File: src/rtl/alu_seq.sv
// Sequencer that walks an external registered ALU through select codes OP_FIRST..OP_LAST,
// sampling each result into last_out/op_cnt/sig. Define ALU_SEQ_MISR_EN for a MISR signature (default: additive).
module alu_seq #(
  parameter int unsigned HOLD_CYCLES = 2,
  parameter int unsigned OP_FIRST    = 1,
  parameter int unsigned OP_LAST     = 15,
  localparam int unsigned OPND_W     = 4,
  localparam int unsigned SEL_W      = 5,
  localparam int unsigned RES_W      = 8,
  localparam int unsigned SIG_W      = 16
) (
  input  logic              clk,
  input  logic              res,
  input  logic              start,
  input  logic              stop,
  input  logic [OPND_W-1:0] A_in,
  input  logic [OPND_W-1:0] B_in,
  input  logic [RES_W-1:0]  out,
  output logic [OPND_W-1:0] A,
  output logic [OPND_W-1:0] B,
  output logic [SEL_W-1:0]  select,
  output logic              busy,
  output logic              done,
  output logic [RES_W-1:0]  last_out,
  output logic [SEL_W-1:0]  op_cnt,
  output logic [SIG_W-1:0]  sig
);

  localparam int unsigned CNT_W = 4;

  localparam logic [1:0] S_IDLE = 2'd0;
  localparam logic [1:0] S_RUN  = 2'd1;
  localparam logic [1:0] S_DONE = 2'd2;

  logic [1:0]        r_state;
  logic [CNT_W-1:0]  r_cnt;

  logic [1:0]        w_state_nxt;
  logic [CNT_W-1:0]  w_cnt_nxt;
  logic [OPND_W-1:0] w_a_nxt;
  logic [OPND_W-1:0] w_b_nxt;
  logic [SEL_W-1:0]  w_sel_nxt;
  logic [RES_W-1:0]  w_last_nxt;
  logic [SEL_W-1:0]  w_opcnt_nxt;
  logic [SIG_W-1:0]  w_sig_nxt;
  logic              w_busy_nxt;
  logic              w_done_nxt;
  logic              w_hold_end;
  logic              w_sel_last;

  // Signature update applied once per sampled result
  function automatic logic [SIG_W-1:0] f_sig_step(input logic [SIG_W-1:0] s,
                                                  input logic [RES_W-1:0] d);
`ifdef ALU_SEQ_MISR_EN
    f_sig_step = {s[SIG_W-2:0], s[15] ^ s[14] ^ s[12] ^ s[3]} ^ {8'h00, d};
`else
    f_sig_step = s + {8'h00, d};
`endif
  endfunction

  assign w_hold_end = (r_cnt == CNT_W'(HOLD_CYCLES - 1));
  assign w_sel_last = (select == SEL_W'(OP_LAST));

  // Next-state and next-output decode; stop overrides everything
  always_comb begin
    w_state_nxt = r_state;
    w_cnt_nxt   = r_cnt;
    w_a_nxt     = A;
    w_b_nxt     = B;
    w_sel_nxt   = select;
    w_last_nxt  = last_out;
    w_opcnt_nxt = op_cnt;
    w_sig_nxt   = sig;
    w_busy_nxt  = 1'b0;
    w_done_nxt  = 1'b0;

    if (stop) begin
      w_state_nxt = S_IDLE;
    end else begin
      case (r_state)
        S_IDLE: begin
          if (start) begin
            w_a_nxt     = A_in;
            w_b_nxt     = B_in;
            w_sel_nxt   = SEL_W'(OP_FIRST);
            w_cnt_nxt   = '0;
            w_opcnt_nxt = '0;
            w_sig_nxt   = 16'hFFFF;
            w_state_nxt = S_RUN;
          end
        end
        S_RUN: begin
          if (w_hold_end) begin
            w_last_nxt  = out;
            w_opcnt_nxt = op_cnt + SEL_W'(1);
            w_sig_nxt   = f_sig_step(sig, out);
            w_cnt_nxt   = '0;
            if (w_sel_last) begin
              w_state_nxt = S_DONE;
            end else begin
              w_sel_nxt = select + SEL_W'(1);
            end
          end else begin
            w_cnt_nxt = r_cnt + CNT_W'(1);
          end
        end
        S_DONE: begin
          w_state_nxt = S_IDLE;
        end
        default: begin
          w_state_nxt = S_IDLE;
        end
      endcase
    end

    w_busy_nxt = (w_state_nxt == S_RUN);
    w_done_nxt = (w_state_nxt == S_DONE);
  end

  // State and output registers
  always_ff @(posedge clk or negedge res) begin
    if (!res) begin
      r_state  <= S_IDLE;
      r_cnt    <= '0;
      A        <= '0;
      B        <= '0;
      select   <= '0;
      busy     <= 1'b0;
      done     <= 1'b0;
      last_out <= '0;
      op_cnt   <= '0;
      sig      <= '0;
    end else begin
      r_state  <= w_state_nxt;
      r_cnt    <= w_cnt_nxt;
      A        <= w_a_nxt;
      B        <= w_b_nxt;
      select   <= w_sel_nxt;
      busy     <= w_busy_nxt;
      done     <= w_done_nxt;
      last_out <= w_last_nxt;
      op_cnt   <= w_opcnt_nxt;
      sig      <= w_sig_nxt;
    end
  end

endmodule

File: config.mk
export PLATFORM = sky130hd
export DESIGN_NAME = alu_seq
export DESIGN_NICKNAME = d
export VERILOG_FILES = /design/src/rtl/alu_seq.sv
export SDC_FILE = /design/constraint.sdc
export NUM_CORES = 1
export LEC_CHECK = 0
export CAP_MARGIN = 20
export CORE_MARGIN = 2
export CORE_UTILIZATION = 40
export DETAILED_ROUTE_END_ITERATION = 6
export HOLD_SLACK_MARGIN = 0.1
export PLACE_DENSITY = 0.72
export SYNTH_ARGS = -nofsm -noshare
export SYNTH_HDL_FRONTEND = slang
export SYNTH_SLANG_ARGS = --single-unit
export TNS_END_PERCENT = 50
File: constraint.sdc
create_clock -name clk -period 2.15 [get_ports clk]
set_clock_uncertainty 0.05 [all_clocks]
set_input_delay 0.43 -clock clk [delete_from_list [all_inputs] [get_ports clk]]
set_output_delay 0.43 -clock clk [all_outputs]
set_load 0.005 [all_outputs]
## After elaboration in Yosys (flattened, before gate mapping)

Cells that the tools add are included.

| word-level totals | value |
|---|---|
| flip-flop bits (word level) | 50 |
| output and inout bits | 44 |

| cells by class | value |
|---|---|
| $add $sub $neg | 4 |
| eq/ne operators | 8 |
| mux-type cells | 18 |
| bitwise logic cells | 1 |
| reduce and logical (&&, ||, !) cells | 7 |

Operator list:

| kind | number |
|---|---|
| $mux 16 | 2 |
| $pmux 16 s2 | 1 |
| $mux 5 | 5 |
| $pmux 5 s2 | 2 |
| $add 16x8->16 | 1 |
| $add 5x1->5 const B | 2 |
| $reduce_and 3->1 | 3 |
| $mux 2 | 4 |
| $mux 4 | 2 |
| $pmux 4 s2 | 1 |
| $ne 2x2->1 const B | 3 |
| $eq 5x4->1 const B | 1 |
| $reduce_and 5->1 | 1 |
| $add 4x1->4 const B | 1 |
| $eq 2x1->1 const B | 2 |
| $eq 4x1->1 const B | 1 |
| $pmux 2 s2 | 1 |
| $reduce_and 4->1 | 1 |
| $eq 2x2->1 const B | 1 |
| $logic_not 2->1 | 1 |
| $reduce_bool 2->1 | 1 |
| $not 1->1 | 1 |

## Logic depth before layout (Yosys ltp)

Gate-level depths: netlist (run 1).

| depth | value |
|---|---|
| depth in word-level cells | 6 |
| depth in mapped cells | 7 |
| mapped depth without buffers | 7 |

## Worst setup path before layout (run 1)

No wires, ideal clock.

| timing | value |
|---|---|
| kind | flip-flop to flip-flop |
| start | register r_cnt[1] |
| end | register sig[15] |
| library setup time | 0.069 ns |
| data arrival time | 2.130 ns |
| data required time | 2.031 ns |
| path slack | -0.099 ns |
| stages on the path, launching flop included | 8 |
| clock period less this slack | 2.249 ns |
| cells stage by stage | dfrtp_1 -> inv_1 -> ha_1 -> or3b_4 -> a2111oi_4 -> o211ai_4 -> or3_1 -> nand3_1 |

| on the way | value |
|---|---|
| word-level cells in the longest chain between the ends | 3 |

Ends and longest elaborated chain:

| what | line | text |
|---|---|---|
| from (decl) | 36 | `logic [CNT_W-1:0] r_cnt;` |
| from (signal assigned) | 135 | `r_cnt <= w_cnt_nxt;` |
| $eq 4x1->1 | 61 | `assign w_hold_end = (r_cnt == CNT_W'(HOLD_CYCLES - 1));` |
| $ne 2x2->1 (no line) | - |  |
| $reduce_and 4->1 (no line) | - |  |
| to (signal assigned) | 143 | `sig <= w_sig_nxt;` |
| to (decl) | 26 | `output logic [SIG_W-1:0] sig` |

No other way between the ends.
A chain may end at the register's enable or synchronous reset.

## Final worst setup path (run 1)

| timing | value |
|---|---|
| start | register r_cnt[1] |
| end | register sig[11] |

Same word-level chain as after synthesis.

==> results summary, run 1 <==
The run finished, with violations left. The final reports fail on setup timing. The final global-route overflow total came out at 0. Of the total synthesized cell area, the portion taken by full adders, half adders and majority gates is 0.0741. The post-detailed-routing wire length came out at 5.74 mm.

Summing all placed instances gives a cell area of 3410 sq um. Ranked by total cell area, the synthesized netlist is headed by dfrtp_1 (51%), ha_1 (6.6%), nand2_1 (5.9%). The worst pin sits at a relative slew slack of 0.669. In this run the register-to-register setup slack is -0.01 ns. The pin count of the biggest net entering global routing came out at 32. The clock sink count is 50. The number of placed instances, taps included, is 393.

The summed instance area of the synthesized netlist came out at around 2500 sq um. The synthesized area per cell came out at 10.6 sq um. For this run, the total global-route usage over all layers was measured as 0.181.

The growth of design area from synthesis to finish is 48.2%. The number of buffers between clock root and the deepest sink is 2. The clock edge transition at the registers on the reported setup and hold paths came out at 0.09 ns.

The die width came out at between 80 and 90 microns. TritonCTS built the clock tree. The number of CTS-inserted buffers is 5. 0 antenna diodes ended up in the layout. The clock insertion delay at the later pin of the skew report came out at 0.30 ns. The number of failing hold endpoints at the final stage came out at 0. The worst setup path is captured at a flop. The max-slew violation count came out at 0. The post-route worst hold slack is 0.427 ns. After routing the design area is ~3700 sq um. The path class of the tightest hold or removal check is input port to flop. The area of the placeable core came out at about 5900 sq um. The maximum clock frequency is approximately 0.46 GHz. Dividing the detail-routed via count by the number of cells gives 5.17.

The number of search-and-repair iterations in the first detailed-routing pass is 4. The summed negative setup slack over all endpoints is -0.0126 ns. The HPWL reported at the end of detailed placement is 4.23 mm.

The starting density of the core came out at 0.416. The post-detailed-route wirelength per cell came out at between 10 and 15 microns. The root cell of the clock tree is clkbuf_8.

The area enclosed by the die boundary is 6800 sq um. The count of endpoints failing setup in the final report is 1. Ranked by instance count, the synthesized netlist is headed by dfrtp_1 (50), nand2_1 (39), ha_1 (13), nor2_1 (13), o21ai_0 (12).

In this run the static leakage power is 1.56 nW. The gate count after technology mapping is 232. In the finished design, the share of the clock period the worst path needs comes to 1.01.

Of the total synthesized cell area, the portion taken by AND, OR, NAND and NOR gates is 0.172. Setup repair after global routing could not meet its margin everywhere. The placer congestion estimate is 0.829. The data arrival time at the worst-slack endpoint is 2.35 ns. The number of I/O port buffers is 63. The Yosys step of the flow raised 0 warnings. The standard-cell row count is 28. The number of levels the H-tree was split into came out at 2. The transition time at the pin with the least slew margin came out at 0.496 ns. Yosys mapped a number of flops with a built-in enable equal to 0. By startpoint and endpoint, the worst setup path is classified as flop to flop. The post-synthesis compound-gate area fraction came out at 0.132. The cell with the most instances after synthesis is dfrtp_1.

The vertical die dimension came out at 82.5 microns. The most used flip-flop cell after synthesis is dfrtp_1. After synthesis, the netlist uses 43 different library cells.

The wire length of the first global-routing pass is 9.49 mm. The layout filler cell count came out at about 500. The sequential share of the synthesized area came out at 0.508. The main combinational cell family by area after synthesis is simple AND/OR/NAND/NOR gates. In this run the count of I/O pins placed on the die edge is 64.

The largest total area in the synthesized netlist belongs to dfrtp_1. The peak fanout along the critical path came out at 8. The number of nets in the synthesized netlist came out at 266. The via count of the routed design came out at 2088. The proportion of netlist area held by the largest area contributor came out at 0.508. The violation count after the first detailed-route iteration came out at 106. In this run, synthesis produced a sequential element count of 50.

The post-place setup slack came out at -0.558 ns. For this run, the number of standard cells in the final layout without fillers is 404. The required time reported for the critical path endpoint came out at 2.34 ns.

The final critical delay including setup and external delays is 2.16 ns. STA classifies the critical path startpoint as a flop. The final worst setup slack came out at -0.0126 ns.

Of the total synthesized cell area, the portion taken by XOR and XNOR cells is 0.0533. The power per unit of standard cell area is 916 nW/um^2. The worst-case IR drop observed on VDD is 0.000502 V. The number of nets still failing antenna checks after routing came out at 0.

The number of antenna violations at the first check in global routing came to 0. The number of maximum-capacitance violations is 0. The share of post-route cells with drive strength above 1 is 0.201. The number of nets at the end of the flow is approximately 360. The share of synthesized area spent on multiplexers is 0.0406. The share of flip-flops with an asynchronous set or reset is 1.00. The number of global-route vias before repair is 2137. The number of design rule violations left after detail routing came out at 0.
## flip-flops by register name, summed over array words and instances (netlist names)
name and flops:
op_cnt 5, A 4, B 4, last_out 8, done 1, select 5
r_state 2, sig 16, busy 1, r_cnt 4
## layer usage
metal / routed length, microns / vias to the layer above / global-route usage
met1: 2600 / 1024 / 0.224
met5: 0 / - / 0
met3: 242 / 5 / 0.0370
met4: 55 / 0 / 0.0467
li1: - / 1012 / -
met2: 2840 / 47 / 0.321
## metrics by stage
step                 util  power (mW)
floorplan               -        1.83
global route        0.617        3.56
detailed placement  0.576        2.52
CTS                 0.607        3.35
finish              0.617        3.34
global placement    0.576        2.49
## placed cells by master, fill, tap and decap left out, drive strengths merged, types with 6 or more instances in the layout
cell type	netlist	final
dfrtp	50	50
nand2	39	39
nor2	13	13
xor2	10	10
buf	1	32
o22a	7	7
ha	13	13
nand3	8	8
nand4	6	6
inv	7	7
o21ai	13	13
clkdlybuf4s50	0	59
mux2	8	8
## kinds of logic (layout without fill, tap and decap cells)
kind of cell / after synthesis / count (layout)
simple gates: 88 / 88
flops: 50 / 50
compound gates: 43 / 43
xor+xnor: 15 / 15
fa+ha+maj: 14 / 14
buf+inv: 13 / 110
mux: 9 / 9
## final cells by class
| cell class | instances | area [sq um] | area share |
|---|---|---|---|
| timing repair buffer | 95 | 897 | 0.246 |
| clock buffer | 5 | 68.8 | 0.0188 |
| multi-input combinational | 169 | 1240 | 0.341 |
| clock inverter | 3 | 68.8 | 0.0188 |
| inverter | 7 | 26.3 | 0.00720 |
| tap | 75 | 93.8 | 0.0257 |
| sequential | 50 | 1250 | 0.343 |
## worst max-delay path, stage by stage (launching register included)
cell,delay [ns]
dfrtp_1,0.40
inv_2,0.07
ha_4,0.12
or3b_4,0.40
a2111oi_4,0.32
buf_4,0.20
o211ai_4,0.10
or3_1,0.35
nand3_1,0.09
## timing repair
item / CTS / global route
buffers inserted: 1 / 1
resized for setup: 10 / 10
setup endpoints to repair: 13 / 15
endpoints found under the hold margin: 19 / 0
pin swaps: 5 / 4
hold buffers: 1 / 0
## power by group
part           internal [mW]  switching (mW)
Clock                  0.466           0.321
Combinational          0.757           0.479
Sequential              1.15           0.172
Total                   2.37           0.971
## final timing paths
path	start	depth (start not counted)	to
setup / recovery	r_cnt[1]	8	sig[11]
hold reg to reg	A[3]	2	A[3]
hold / removal	out[3]	2	last_out[3]
max in group asynchronous	res	3	sig[14]
setup reg to reg	r_cnt[1]	8	sig[11]
min in group asynchronous	res	2	last_out[4]
(Power assumes the default switching activity.)
==> run 2: changes to the inputs <==
Settings changed: ABC_AREA set to 1, CAP_MARGIN 20 to 5, PLACE_DENSITY 0.72 to 0.71.
==> run 2 against run 1 <==
Effect of this change: the flow now finishes without violations; global-route usage fell by 0.77 points; core utilization fell by 7.4 points; sequential share of layout area barely moved; die area up 11%; register-to-register slack improved by 0.38 ns; critical path depth increased by 1; area after synthesis grew 11%; first-iteration DRC count is 27% higher; routed wire length rose by 10%; synthesized cell count rose by 50%; setup slack gained 0.23 ns; clock-buffer cell count stayed put; largest cell class is now multi-input combinational cells; largest power group is now combinational logic.
==> results summary, run 2 <==
The number of nets at the end of the flow is 461 (+27%). The share of flip-flops with an asynchronous set or reset came out at 1.00 (unchanged). The number of synthesized flops with an enable pin was 0 (unchanged).

The share of post-route cells with drive strength above 1 is 0.0864 (-0.114). The gate count after technology mapping was 349 (+50%). The HPWL reported at the end of detailed placement was 4.88 mm (+15%). The number of flip-flops under the largest register name is 16 (unchanged). The worst relative slew slack came out at 0.679 (+0.0103). The root cell of the clock tree is clkbuf_8. The final critical delay including setup and external delays came out at 1.93 ns (-0.231 ns). The post-detailed-route wirelength per cell came out at 12.5 microns (-12%). The via count of the routed design came out at 2510 (+20%). The wire length of the first global-routing pass is 10.4 mm (+9.8%).

The final worst setup slack came to 0.218 ns (+0.231 ns). The diode insertion count for antenna repair is 0 (unchanged). The violation count after the first detailed-route iteration is 135 (+27%).

The number of failing hold endpoints at the final stage came out at 0 (unchanged). The vertical die dimension is 86.7 microns (+5.2%). The synthesis-stage register bit count is 50 (unchanged). The post-place setup slack is -0.126 ns (+0.432 ns). TritonCTS built the clock tree.

The per-cell via count in the routed design is 4.94 (-4.4%). The number of nets still failing antenna checks after routing is 0 (unchanged). The setup slack of the most critical reg-to-reg path came out at 0.37 ns (+0.38 ns).

The number of search-and-repair iterations in the first detailed-routing pass came out at 5 (+1). The number of buffers inserted to repair setup after CTS came out at 0 (-1). The most common cell after layout, fill and taps aside is nand2_1. The standard-cell row count was 30 (+7.1%).

The sequential share of the synthesized area came out at 0.457 (-0.0508). The number of levels the H-tree was split into came out at 2 (unchanged). The placer congestion estimate came out at 0.887 (+7.0%). The leakage power summed over all cells came out at 1.79 nW (+15%).

The unique cell type count in the Yosys netlist came out at 34 (-21%). In the synthesized netlist, the cells that appear most often are nand2_1 (116), dfrtp_1 (50), nand3_1 (43), inv_1 (38), nor2_1 (30). Ranked by flip-flop count, first place goes to sig. The largest registers in the layout are sig x16, last_out x8. The clock insertion delay at the later pin of the skew report is 0.31 ns (about the same). The post-detailed-routing wire length is 6.33 mm (+10%).

The kind of critical path is input port to flop. The number of design rule violations left after detail routing came out at 0 (unchanged). The overall power is 3.54 mW (+5.9%). The data arrival time at the worst-slack endpoint is 2.09 ns (-0.26 ns). Setup repair after global routing left no endpoint under its margin. The number of buffers between clock root and the deepest sink is 2 (unchanged).

The synthesized area per cell is 7.84 sq um (-26%). The combined buffer and inverter count along the critical path came out at 1 (-1). The die width came out at 86.7 microns (+5.2%). The critical path goes through clkdlybuf4s50_1 -> ha_1 -> fa_1 -> nand2_1 -> nand3_1 -> nand2_1 -> o21ai_1 -> nand3_1 -> nand3_1. The standard cell with the maximum stage delay on the critical path is clkdlybuf4s50_1. The cell with the most instances on the worst path is nand3_1. The share of the cycle needed by the critical path after routing is 0.899 (-0.107).

The area of the placeable core came out at 6720 sq um (+13%). STA classifies the critical path startpoint as an input port. The boundary pin count was 64 (unchanged). The flow ran to the end, and the final reports show no timing, DRC or antenna violations. The number of CTS-inserted buffers came out at 5 (unchanged). The clock sink count is 50 (unchanged). The peak fanout along the critical path is 4 (-4). The required time reported for the critical path endpoint is 2.31 ns (-0.03 ns).

The worst setup path is captured at a flop. By instance count, the leading cell after synthesis is nand2_1. The number of antenna violations at the first check in global routing is 0 (unchanged). The power per unit of standard cell area came to 971 nW/um^2 (+6.0%). The starting density of the core is 0.407 (-0.00865). By area the synthesized netlist is led by dfrtp_1 (46%), nand2_1 (16%), nand3_1 (7.9%). The number of maximum-capacitance violations is 0 (unchanged). Leaving out fill and tap cells, the most frequent cells in the layout are nand2_1 (116), clkdlybuf4s50_1 (62), dfrtp_1 (50), nand3_1 (43), inv_1 (38).

The worst hold path belongs to the class flop to flop. The maximum clock frequency came out at 0.518 GHz (+12%). The total number of yosys warnings is 0 (unchanged). The max-slew violation count is 0 (unchanged). The number of nets in the synthesized netlist was 383 (+44%). Among all flip-flop cells after synthesis, the most frequent one is dfrtp_1. The area enclosed by the die boundary came out at 7520 sq um (+11%).

The number of global-route vias before repair came out at 2337 (+9.4%). The final global-route overflow total is 0 (unchanged). The longest individual stage delay on the worst path is 0.42 ns (+0.02 ns). The proportion of netlist area held by the largest area contributor came out at 0.457 (-0.0508).

The total track usage is 0.173 (-0.00774). The pin count of the biggest net entering global routing came out at 32 (unchanged). The layout filler cell count is 631 (+30%). The clock edge transition at the registers on the reported setup and hold paths is 0.10 ns (about the same).

The area of the multi-input gates is 1280 sq um (+3.0%). The maximum VDD drop came out at 0.000462 V (-7.9%). The cell type with the highest aggregate area in the netlist is dfrtp_1. The count of endpoints failing setup in the final report was 0 (-1). The summed instance area of the synthesized netlist is 2740 sq um (+11%). The number of I/O port buffers came out at 63 (unchanged). The cell family with the largest share of critical-path delay is adder cells. The growth of design area from synthesis to finish is 33.3%. The transition time at the pin with the least slew margin was 0.481 ns (-0.0154 ns). The area of all sequential standard cells came out at 1250 sq um (unchanged).
run 2: cell count changes after synthesis, moves of 8 or more:
| cell | change |
|---|---|
| nand2_1 | +77 |
| nand3_1 | +35 |
| inv_1 | +31 |
| nor2_1 | +17 |
| mux2_2 | -8 |
| xor2_1 | -8 |
run 2: layout make-up:
type	count	area share
Multi-Input combinational cell	251	0.352
Sequential cell	50	0.343
Timing Repair Buffer	76	0.202
Inverter	43	0.0449
Tap cell	80	0.0274
Clock buffer	5	0.0189
Clock inverter	3	0.0120
run 2: stage by stage:
step | std cells | cell area, sq um | TNS (ns) | hold slack, ns | util
finish | 508 | 3650 | 0 | 0.431 | 0.543
global placement | 499 | 3530 | -0.179 | 0.374 | 0.525
global route | 508 | 3650 | 0 | 0.454 | 0.543
detailed placement | 499 | 3530 | -0.531 | 0.368 | 0.525
CTS | 508 | 3650 | 0 | 0.437 | 0.543
floorplan | 349 | 2740 | 0 | 0.0844 | -
run 2: where the power goes:
part	switching, mW	internal, mW	total [mW]
clock	0.340	0.349	0.689
sequential	0.217	1.18	1.40
combinational	0.700	0.756	1.46
run 2: worst paths after layout:
path	start	to	cells past startpoint
hold reg to reg	last_out[2]	last_out[2]	2
max in group asynchronous	res	r_cnt[3]	3
setup / recovery	out[0]	sig[8]	9
setup reg to reg	sig[0]	sig[8]	8
hold / removal	last_out[2]	last_out[2]	2
min in group asynchronous	res	op_cnt[0]	2
run 2: logic make-up (layout without fill, tap and decap cells):
kind of cell,count (synthesis),in the layout,synth area share
AOI/OAI and AO/OA,30,30,0.0644
buffers and inverters,48,127,0.0745
DFF,50,50,0.457
adders and majority gates,14,14,0.0667
xor gates and xnor gates,3,3,0.00960
and+or+nand+nor,204,204,0.328
run 2: routing by layer:
layer / GRT usage / part of all wire / up-vias
li1: - / - / 1266
met1: 0.229 / 0.45 / 1174
met2: 0.290 / 0.49 / 62
met3: 0.0333 / 0.046 / 8
met4: 0.0469 / 0.014 / 0
met5: 0 / 0 / -
run 2: worst min-delay path, cell delays in order, from the launching register on:
cell and delay, ns:
dfrtp_1 0.36, nand2_1 0.05, nand2_1 0.05
run 2: what timing repair did:
action,in CTS,in global routing
hold buffers,1,0
hold endpoints to repair,19,0
gates resized for setup,0,0
==> run 3: changes to the inputs <==
Settings changed: GPL_TIMING_DRIVEN set to 0, PLACE_DENSITY 0.71 to 0.78.
==> run 3 against run 2 <==
Effect of this change: first-iteration DRC count unchanged; critical endpoint is now sig[12]; core utilization down 0.54 points; non-clock buffer count fell by 6; sequential cell count did not move.
==> results summary, run 3 (synthesized netlist as in run 2, its figures left out) <==
The transition time at the pin with the least slew margin is 0.576 ns (+0.0952 ns). The clock edge transition at the registers on the reported setup and hold paths came out at 0.10 ns (about the same). The vertical die dimension came to 86.7 microns (unchanged). The power share of the sequential group came to 0.396 (+0.002).

The post-detailed-routing wire length came out at 6.43 mm (+1.5%). The number of failing hold endpoints at the final stage is 0 (unchanged). The clock insertion delay at the later pin of the skew report came out at 0.31 ns (about the same). The standard-cell row count is 30 (unchanged). The post-detailed-route wirelength per cell is 12.8 microns (+2.7%). The number of I/O port buffers is 63 (unchanged). The final global-route overflow total came out at 0 (unchanged). The placer congestion estimate is 0.875 (-1.3%). The number of global-route vias before repair is 2372 (+1.5%). The maximum VDD drop was 0.000390 V (-16%). The peak fanout along the critical path is 4 (unchanged).

The global routing usage on met3 came out at 0.0210 (-0.0124). The area of the placeable core is 6720 sq um (unchanged). The number of nets still failing antenna checks after routing is 0 (unchanged). The required time reported for the critical path endpoint is 2.29 ns (-0.02 ns). The kind of critical path is input port to flop. The power per unit of standard cell area is 978 nW/um^2 (+0.75%). The number of CTS-inserted buffers is 5 (unchanged).

The finished layout cell area came out at 3610 sq um (-0.99%). The met2 layer usage reported by global route is 0.297 (+0.00699). The die width is 86.7 microns (unchanged). Setup repair after global routing left no endpoint under its margin. The maximum clock frequency was 0.501 GHz (-3.2%). The per-cell via count in the routed design came out at 4.94 (about the same). The via count of the routed design is 2481 (-1.2%). The run finished with clean final reports. The routing usage on met1 came out at 0.245 (+0.0151).

The number of nets at the end of the flow came out at 455 (-1.3%). The top cell types in the final layout, fill and taps aside, are nand2_1 (116), clkdlybuf4s50_1 (62), dfrtp_1 (50), nand3_1 (43), inv_1 (38). After global routing, the most crowded layer is met2. The total track usage is 0.181 (+0.00738). The data arrival time at the worst-slack endpoint came out at 2.14 ns (+0.05 ns). The wire length of the first global-routing pass came out at 10.9 mm (+4.2%). The diode insertion count for antenna repair came to 0 (unchanged).

STA classifies the critical path endpoint as a flop. Leaving out fill and tap cells, the most frequent cell in the layout is nand2_1. The class of the most critical hold timing path is flop to flop. The final critical delay including setup and external delays came out at 2.00 ns (+0.0648 ns). The pin count of the biggest net entering global routing is 28 (-13%). The number of design rule violations left after detail routing is 0 (unchanged).

The register with the most flip-flops in the final layout is sig. The worst relative slew slack came out at 0.616 (-0.0635). The HPWL reported at the end of detailed placement is 5.00 mm (+2.6%). The clock sink count is 50 (unchanged).

The violation count after the first detailed-route iteration came out at 135 (unchanged). The starting density of the core is 0.407 (unchanged). The number of levels the H-tree was split into is 2 (unchanged).

TritonCTS built the clock tree. The root cell of the clock tree is clkbuf_8. The share of power burned in combinational logic is 0.409 (-0.002).

The leakage power summed over all cells came out at 1.76 nW (-1.7%). The growth of design area from synthesis to finish is 31.9%. The switching power as a share of total power came to 0.358 (+0.00326). The max-slew violation count came out at 0 (unchanged). The number of maximum-capacitance violations is 0 (unchanged). The area enclosed by the die boundary came out at 7520 sq um (unchanged). The share of the cycle needed by the critical path after routing is 0.929 (+0.0301). The summed negative setup slack over all endpoints came to 0 ns (unchanged). The critical path startpoint category is an input port.

The number of search-and-repair iterations in the first detailed-routing pass came out at 4 (-1). The number of antenna violations at the first check in global routing was 0 (unchanged). The boundary pin count was 64 (unchanged).

The share of post-route cells with drive strength above 1 came out at 0.0782 (-0.00825). The count of endpoints failing setup in the final report came out at 0 (unchanged). The number of buffers between clock root and the deepest sink came to 2 (unchanged). The post-place instance area came out at 3480 sq um (-1.2%). The layout filler cell count is 624 (-1.1%).

The power share of the clock group came out at 0.195 (about the same). The total internal power is 2.27 mW (-0.75%). The number of flip-flops under the largest register name came out at 16 (unchanged). In the final layout, the registers with the most flip-flops are sig x16, last_out x8.

The net switching power came out at 1.27 mW (+0.67%).
[run 3: changes by cell type in the layout (fill, tap and decap cells not counted), sizes merged]
cell  delta
buf      -6
[run 3: layout make-up]
class | count | area, sq um | share of cell area
clock inverters | 3 | 43.8 | 0.0121
well taps | 80 | 100 | 0.0277
multi-input cells | 251 | 1290 | 0.357
flip-flops and latches | 50 | 1250 | 0.346
plain buffers | 5 | 40.0 | 0.0111
clock buffers | 5 | 68.8 | 0.0191
inverters | 43 | 164 | 0.0454
repair buffers | 65 | 656 | 0.182
[run 3: path summary, 6_finish.rpt]
check | end | slack, ns | cells past startpoint | start
max | sig[12] | 0.15 | 10 | out[0]
min | last_out[7] | 0.44 | 2 | last_out[7]
max reg2reg | sig[6] | 0.33 | 10 | sig[0]
min reg2reg | last_out[7] | 0.44 | 2 | last_out[7]
max in group asynchronous | op_cnt[0] | 0.90 | 3 | res
min in group asynchronous | select[3] | 0.60 | 2 | res
[run 3: metrics by stage]
stage	hold WS (ns)	setup WS, ns	power, mW	instances	utilization
3_5_place_dp	0.406	-0.257	2.87	493	0.518
2_1_floorplan	0.0844	0.418	2.13	349	-
4_1_cts	0.441	0.0737	3.56	502	0.537
5_1_grt	0.465	0.0390	3.81	502	0.538
3_3_place_gp	0.408	-0.879	2.81	492	0.516
6_report	0.436	0.153	3.53	502	0.538
[run 3: power by group through the flow]
| stage | Sequential (mW) | Combinational, mW | Clock, mW |
|---|---|---|---|
| 3_3_place_gp | 1.40 | 1.41 | 0 |
| 6_report | 1.40 | 1.45 | 0.688 |
| 5_1_grt | 1.44 | 1.64 | 0.736 |
| 4_1_cts | 1.40 | 1.46 | 0.702 |
| 2_1_floorplan | 1.40 | 0.734 | 0 |
| 3_5_place_dp | 1.42 | 1.45 | 0 |
[run 3: critical path, stage by stage]
cell and delay [ns]:
clkdlybuf4s50_1 0.48, ha_1 0.23, fa_2 0.28, nand2_1 0.07, nand3_1 0.10, nand2_1 0.11
o21ai_2 0.24, nand2_1 0.07, nand2_1 0.06, nand3_1 0.06
[run 3: metal layers]
| layer | part of all wire | up-vias |
|---|---|---|
| li1 | - | 1261 |
| met1 | 0.45 | 1146 |
| met2 | 0.49 | 65 |
| met3 | 0.040 | 9 |
| met4 | 0.016 | 0 |
| met5 | 0 | - |
[run 3: timing repair]
| item | CTS | global route |
|---|---|---|
| endpoints found under the hold margin | 23 | 0 |
| setup buffers | 0 | 0 |
| gates resized for setup | 0 | 2 |
| setup endpoints to repair | 0 | 3 |
| hold buffers | 1 | 0 |
